`src/rtl/pc_sequencer_if.sv`:
```
// Fetch-side bundle for pc_sequencer: instruction-memory req/ack, decode valid/ready,
// redirect/halt control and PC status. master = sequencer, slave = memory/decode/core side.
interface pc_sequencer_if;
   logic        imem_req;
   logic [31:0] imem_addr;
   logic        imem_ack;
   logic [31:0] imem_rdata;
   logic        instr_valid;
   logic        instr_ready;
   logic [31:0] instr;
   logic [31:0] instr_pc;
   logic        redirect_valid;
   logic [31:0] redirect_pc;
   logic        halt;
   logic        halted;
   logic        fetch_err;
   logic [31:0] pcout;

   modport master (
      output imem_req, imem_addr, instr_valid, instr, instr_pc, halted, fetch_err, pcout,
      input  imem_ack, imem_rdata, instr_ready, redirect_valid, redirect_pc, halt
   );

   modport slave (
      input  imem_req, imem_addr, instr_valid, instr, instr_pc, halted, fetch_err, pcout,
      output imem_ack, imem_rdata, instr_ready, redirect_valid, redirect_pc, halt
   );
endinterface

```
`src/rtl/pc_sequencer.sv`:
```
// Program-counter fetch sequencer: one outstanding imem fetch, decode handshake, redirect/halt.
// Optional fetch watchdog enabled by defining PC_WATCHDOG_EN.
//
// state    | meaning
// ---------+--------------------------------------------------------------
// ST_IDLE  | one cycle after reset before the first fetch
// ST_FETCH | imem_req high at pcout, waiting for imem_ack
// ST_HOLD  | fetched word presented to decode, waiting for instr_ready
// ST_HALT  | fetching stopped (halt request or watchdog error)
module pc_sequencer #(
   parameter logic [31:0] RESET_PC      = 32'h0000_0000,
   parameter int unsigned FETCH_TIMEOUT = 64
) (
   input  logic           clk,
   input  logic           reset,
   pc_sequencer_if.master bus
);

   typedef enum logic [1:0] {
      ST_IDLE  = 2'd0,
      ST_FETCH = 2'd1,
      ST_HOLD  = 2'd2,
      ST_HALT  = 2'd3
   } state_t;

   state_t      state_q, state_d;
   logic [31:0] pc_q, pc_d;
   logic [31:0] instr_q, instr_d;
   logic [31:0] instr_pc_q, instr_pc_d;
   logic        kill_q, kill_d;
   logic [31:0] kill_pc_q, kill_pc_d;
   logic        req_q, req_d;
   logic        valid_q, valid_d;
   logic        halted_q, halted_d;
   logic        err_hold;

`ifdef PC_WATCHDOG_EN
   logic        err_q, err_d;
   logic [31:0] wd_cnt_q, wd_cnt_d;
`else
   logic        unused_timeout;
   assign unused_timeout = ^FETCH_TIMEOUT;
`endif

   always_comb begin
      state_d    = state_q;
      pc_d       = pc_q;
      instr_d    = instr_q;
      instr_pc_d = instr_pc_q;
      kill_d     = kill_q;
      kill_pc_d  = kill_pc_q;
      err_hold   = 1'b0;
`ifdef PC_WATCHDOG_EN
      err_d      = err_q;
      wd_cnt_d   = wd_cnt_q;
      err_hold   = err_q;
`endif
      case (state_q)
         ST_IDLE: begin
            if (bus.redirect_valid) pc_d = bus.redirect_pc;
            state_d = bus.halt ? ST_HALT : ST_FETCH;
         end
         ST_FETCH: begin
            if (bus.imem_ack) begin
               // A redirect (new or pending) turns this completion into a discarded fetch.
               if (bus.redirect_valid) begin
                  pc_d   = bus.redirect_pc;
                  kill_d = 1'b0;
               end else if (kill_q) begin
                  pc_d   = kill_pc_q;
                  kill_d = 1'b0;
               end else begin
                  instr_d    = bus.imem_rdata;
                  instr_pc_d = pc_q;
                  pc_d       = pc_q + 32'd1;
                  state_d    = ST_HOLD;
               end
            end else begin
               if (bus.redirect_valid) begin
                  kill_d    = 1'b1;
                  kill_pc_d = bus.redirect_pc;
               end
`ifdef PC_WATCHDOG_EN
               if (wd_cnt_q == '0) begin
                  err_d   = 1'b1;
                  state_d = ST_HALT;
               end else begin
                  wd_cnt_d = wd_cnt_q - 32'd1;
               end
`endif
            end
         end
         ST_HOLD: begin
            if (bus.redirect_valid) begin
               pc_d    = bus.redirect_pc;
               state_d = bus.halt ? ST_HALT : ST_FETCH;
            end else if (bus.instr_ready) begin
               state_d = bus.halt ? ST_HALT : ST_FETCH;
            end
         end
         ST_HALT: begin
            if (bus.redirect_valid) pc_d = bus.redirect_pc;
            if (!bus.halt && !err_hold) state_d = ST_FETCH;
         end
         default: state_d = ST_IDLE;
      endcase
`ifdef PC_WATCHDOG_EN
      // Every new fetch attempt (including the one after a discarded completion) gets a full budget.
      if (state_d == ST_FETCH && (state_q != ST_FETCH || bus.imem_ack))
         wd_cnt_d = FETCH_TIMEOUT - 32'd1;
`endif
      req_d    = (state_d == ST_FETCH);
      valid_d  = (state_d == ST_HOLD);
      halted_d = (state_d == ST_HALT);
   end

   always_ff @(posedge clk or posedge reset) begin
      if (reset) begin
         state_q    <= ST_IDLE;
         pc_q       <= RESET_PC;
         instr_q    <= '0;
         instr_pc_q <= '0;
         kill_q     <= 1'b0;
         kill_pc_q  <= '0;
         req_q      <= 1'b0;
         valid_q    <= 1'b0;
         halted_q   <= 1'b0;
`ifdef PC_WATCHDOG_EN
         err_q      <= 1'b0;
         wd_cnt_q   <= '0;
`endif
      end else begin
         state_q    <= state_d;
         pc_q       <= pc_d;
         instr_q    <= instr_d;
         instr_pc_q <= instr_pc_d;
         kill_q     <= kill_d;
         kill_pc_q  <= kill_pc_d;
         req_q      <= req_d;
         valid_q    <= valid_d;
         halted_q   <= halted_d;
`ifdef PC_WATCHDOG_EN
         err_q      <= err_d;
         wd_cnt_q   <= wd_cnt_d;
`endif
      end
   end

   assign bus.imem_req    = req_q;
   assign bus.imem_addr   = pc_q;
   assign bus.pcout       = pc_q;
   assign bus.instr_valid = valid_q;
   assign bus.instr       = instr_q;
   assign bus.instr_pc    = instr_pc_q;
   assign bus.halted      = halted_q;
`ifdef PC_WATCHDOG_EN
   assign bus.fetch_err   = err_q;
`else
   assign bus.fetch_err   = 1'b0;
`endif

endmodule

```
`src/flat_wrapper.sv`:
```
// flat-port wrapper written by rule: the top's interface ports become plain ports
module pc_sequencer_flat 
#(
   parameter logic [31:0] RESET_PC      = 32'h0000_0000,
   parameter int unsigned FETCH_TIMEOUT = 64
)
  (clk, reset, bus_imem_req, bus_imem_addr, bus_instr_valid, bus_instr, bus_instr_pc, bus_halted, bus_fetch_err, bus_pcout, bus_imem_ack, bus_imem_rdata, bus_instr_ready, bus_redirect_valid, bus_redirect_pc, bus_halt);
  pc_sequencer_if bus_i ();
  input  logic clk;
  input  logic reset;
  output wire logic [$bits(bus_i.imem_req)-1:0] bus_imem_req;
  output wire logic [$bits(bus_i.imem_addr)-1:0] bus_imem_addr;
  output wire logic [$bits(bus_i.instr_valid)-1:0] bus_instr_valid;
  output wire logic [$bits(bus_i.instr)-1:0] bus_instr;
  output wire logic [$bits(bus_i.instr_pc)-1:0] bus_instr_pc;
  output wire logic [$bits(bus_i.halted)-1:0] bus_halted;
  output wire logic [$bits(bus_i.fetch_err)-1:0] bus_fetch_err;
  output wire logic [$bits(bus_i.pcout)-1:0] bus_pcout;
  input wire logic [$bits(bus_i.imem_ack)-1:0] bus_imem_ack;
  input wire logic [$bits(bus_i.imem_rdata)-1:0] bus_imem_rdata;
  input wire logic [$bits(bus_i.instr_ready)-1:0] bus_instr_ready;
  input wire logic [$bits(bus_i.redirect_valid)-1:0] bus_redirect_valid;
  input wire logic [$bits(bus_i.redirect_pc)-1:0] bus_redirect_pc;
  input wire logic [$bits(bus_i.halt)-1:0] bus_halt;
  assign bus_imem_req = bus_i.imem_req;
  assign bus_imem_addr = bus_i.imem_addr;
  assign bus_instr_valid = bus_i.instr_valid;
  assign bus_instr = bus_i.instr;
  assign bus_instr_pc = bus_i.instr_pc;
  assign bus_halted = bus_i.halted;
  assign bus_fetch_err = bus_i.fetch_err;
  assign bus_pcout = bus_i.pcout;
  assign bus_i.imem_ack = bus_imem_ack;
  assign bus_i.imem_rdata = bus_imem_rdata;
  assign bus_i.instr_ready = bus_instr_ready;
  assign bus_i.redirect_valid = bus_redirect_valid;
  assign bus_i.redirect_pc = bus_redirect_pc;
  assign bus_i.halt = bus_halt;
  pc_sequencer #(.RESET_PC(RESET_PC), .FETCH_TIMEOUT(FETCH_TIMEOUT)) u_core (.clk(clk), .reset(reset), .bus(bus_i));
endmodule
```
`config.mk`:
```
export PLATFORM = sky130hd
export DESIGN_NAME = pc_sequencer_flat
export DESIGN_NICKNAME = d
export VERILOG_FILES = /design/src/rtl/pc_sequencer_if.sv /design/src/rtl/pc_sequencer.sv /design/src/flat_wrapper.sv
export SDC_FILE = /design/constraint.sdc
export NUM_CORES = 1
export LEC_CHECK = 0
export CELL_PAD_IN_SITES_DETAIL_PLACEMENT = 2
export CELL_PAD_IN_SITES_GLOBAL_PLACEMENT = 2
export CORE_MARGIN = 1
export CORE_UTILIZATION = 25
export DETAILED_ROUTE_END_ITERATION = 8
export PLACE_DENSITY_LB_ADDON = 0.12
export RECOVER_POWER = 25
export SYNTH_ARGS = -nofsm -noshare
export SYNTH_HDL_FRONTEND = slang
export SYNTH_SLANG_ARGS = --single-unit
```
`constraint.sdc`:
```
create_clock -name clk -period 4.28 [get_ports clk]
set_clock_uncertainty 0.1 [all_clocks]
set_input_delay 0.856 -clock clk [delete_from_list [all_inputs] [get_ports clk]]
set_output_delay 0.856 -clock clk [all_outputs]
set_load 0.005 [all_outputs]
```
==> results.py <==
metrics = {
    "clock_network": {
        "cts_resized": 0,
        "cts_buffer_depth": 2,
        "cts_tree": "done",
        "ctsHtreeMaxLevel": 4,
        "clock_sinks": 134,
        "postCtsSetupBuffers": 0,
        "cts_root_buffer": "clkbuf_16",
        "cts_hold_buf": 0,
        "cts_made_buffers": 17,
        "clk_latency_ns": 0.42,
        "clkTransAtPathRegs_ns": 0.06,
    },
    "placed_design": {
        "dp_hpwl_mm": 15.4,
        "place.gp.congestion": 0.766,
        "port_buffers": 200,
    },
    "yosys": {
        "synth_common_cells": "nand2_1, dfrtp_1, mux2_2",
        "seq_area_frac_synth_pct": 52.8,
        "ys_top_cells_by_area": "dfrtp_1, nand2_1, mux2_2",
        "netlist_instances": 658,
        "syn-num-nets": 729,
        "ys.flop_type": "dfrtp_1",
        "ys_async_sr_fraction_pct": 100,
        "synth_edf_count": 0,
        "ys_types": 48,
        "synthesis.area_mm2": 0.00635,
        "synth.largest_area_cell": "dfrtp_1",
        "synth.most_common_cell": "nand2_1",
        "synth.top_cell.area_share_pct": 52.8,
        "ys_ff_latch": 134,
        "yosysWarnings": 0,
        "syn_area_per_cell_um2": 9.66,
    },
    "setup_path": {
        "cp-start-kind": "input port",
        "path_class": "input port to async pin",
        "ff2ff_setup_slack_ns": 1.84,
        "critPathCaptureType": "async pin",
        "path_max_fanout": 42,
        "crit_required_ns": 4.55,
        "critical_path_arrival_ns": 3.45,
    },
    "timing": {
        "tightest_slew_ns": 1.93,
        "setup-violations-final": 0,
        "max_freq_mhz": 315,
        "fin_crit_sh_pct": 74.3,
        "period_needed_ns": 3.18,
        "rsz0062_at_grt": "false",
        "setup_tns_ns": 0,
        "hold_viol": 0,
        "relSlewSlack_pct": -29.2,
        "slew_viol_final": 42,
    },
    "grt": {
        "gr-total-overflow": 0,
        "antenna_found_initial": 1,
        "track_usage_pct": 17.4,
        "grt_max_degree": 57,
        "grt_pass1_wl_mm": 35.5,
        "grt_pass1_vias": 6286,
    },
    "floorplanning": {
        "pin_count": 202,
        "die_w_um": 161,
        "dieArea_mm2": 0.0261,
        "core.rowCount": 57,
        "design.core.area_mm2": 0.0246,
        "start_util_pct": 25.8,
        "die_h_um": 161,
    },
    "detailed_routing": {
        "dr_total_vias": 5565,
        "vias_per_cell": 4.80,
        "wire_per_inst_um": 18.7,
        "drc": 0,
        "drtPass1Iterations": 4,
        "final_antenna_net_count": 0,
        "wirelength_mm": 21.7,
        "drt_iter0_drc": 225,
    },
    "pwr": {
        "ir_drop_mv": 0.267,
        "finalPower_mw": 6.73,
        "power_leakage_nw": 3.99,
        "powerDensity_mw_per_mm2": 735,
    },
    "cells_and_area": {
        "nNetsFinal": 892,
        "nFillCells": 2658,
        "drive_gt1_share_pct": 10.9,
        "multiInputGateArea_mm2": 0.00261,
        "layout-area-overhead-vs-synth_pct": 43.9,
        "seqCellArea_mm2": 0.00335,
    },
    "min_path": {
        "hold_class": "flip-flop to flip-flop",
    },
    "run_status": {
        "status": "complete, but fails checks",
        "violations": "max-capacitance violations, max-slew violations",
    },
    "job": {
        "cap_violations": 1,
    },
}
area by class of cell:
| cell class | count | share of cell area (%) |
|---|---|---|
| flip-flops and latches | 134 | 36.7 |
| multi-input cells | 448 | 28.5 |
| repair buffers | 213 | 23.0 |
| clock buffers | 21 | 5.14 |
| well taps | 324 | 4.43 |
| clock inverters | 11 | 1.87 |
| inverters | 7 | 0.301 |
| diodes | 1 | 0.0274 |
flip-flops by register name, summed over array words and instances, names as in the netlist:
register,cells
u_core.bus.imem_addr,32
u_core.bus.instr,32
u_core.bus.instr_pc,32
u_core.kill_pc_q,32
u_core.state_q,2
u_core.bus.halted,1
u_core.bus.imem_req,1
u_core.bus.instr_valid,1
u_core.kill_q,1
routing by layer:
layer | GRT usage, % | part of all wire (%) | vias up
met5 | 0 | 0 | -
met1 | 22.0 | 44 | 2825
li1 | - | - | 2543
met4 | 5.87 | 1.6 | 0
met2 | 28.3 | 47 | 174
met3 | 5.06 | 6.8 | 23
kinds of logic (layout without fill, tap and decap cells):
logic type                 after synthesis  count (layout)  synth area share [%]
and+or+nand+nor                        295             295                  21.5
adders and majority gates                1               1                 0.197
buffers and inverters                   76             252                  6.62
muxes                                   36              36                  6.34
AOI/OAI and AO/OA                       92              92                  9.39
DFF                                    134             134                  52.8
other                                    1               2                0.0590
xor gates and xnor gates                23              23                  3.17
where the power goes:
part	switching [mW]	leakage [nW]	internal, mW	total, mW
Clock	0.574	0.310	1.02	1.60
Sequential	0.647	1.64	1.86	2.51
Combinational	1.07	2.04	1.55	2.62
Total	2.29	3.99	4.43	6.73
stage by stage:
step,hold WS (ns),instance area (µm²),std cells,util [%],setup slack [ns]
CTS,0.381,9150,1158,37.2,1.39
global placement,0.356,8510,1126,34.6,1.06
detailed placement,0.366,8510,1126,34.6,0.950
floorplan,0.355,6360,658,-,1.66
finish,0.375,9150,1159,37.2,1.10
global route,0.409,9150,1158,37.2,0.605
cell usage in the layout (no fill, tap or decap), drive strengths merged, types with 2 or more instances in the layout:
cell           Yosys  layout
a32oi              2       2
clkdlybuf4s50      0     199
and2               3       3
a221oi            18      18
clkinv             0       4
xor2              19      19
nor2              12      12
xnor2              4       4
bufinv             0       4
a21oi             16      16
o21ai             34      34
and3              30      30
and4               2       2
o22ai              4       4
o21a               2       2
nor3               5       5
o221ai             2       2
nand2b             3       3
inv                7       7
nor4               5       5
o211ai             3       3
buf               41      12
mux2              34      34
nand3             13      13
nand3b             2       2
o22a               2       2
nand4             10      10
dfrtp            134     134
clkinvlp           0       3
nand2            206     206
clkbuf            28      22
mux2i              2       2
a32o               3       3
a31oi              2       2
critical path, cell delays in order:
cell and delay, ns:
dlygate4sd3_1 0.55, clkinvlp_2 1.11, clkbuf_1 0.92
worst paths after layout:
path                                                     start                                   to  depth (start not counted)
max reg2reg                u_core.bus.imem_addr[0]$_DFFE_PP0P_  u_core.bus.imem_addr[6]$_DFFE_PP0P_                          6
min                        u_core.bus.instr_pc[29]$_DFFE_PP0P_  u_core.bus.instr_pc[29]$_DFFE_PP0P_                          2
max                                                      reset     u_core.bus.instr[11]$_DFFE_PP0P_                          3
min reg2reg                u_core.bus.instr_pc[29]$_DFFE_PP0P_  u_core.bus.instr_pc[29]$_DFFE_PP0P_                          2
min in group asynchronous                                reset     u_core.bus.instr_valid$_DFF_PP0_                          2
max in group clk                            bus_redirect_valid  u_core.bus.imem_addr[8]$_DFFE_PP0P_                          6
Power figures use the tool's default switching activity.
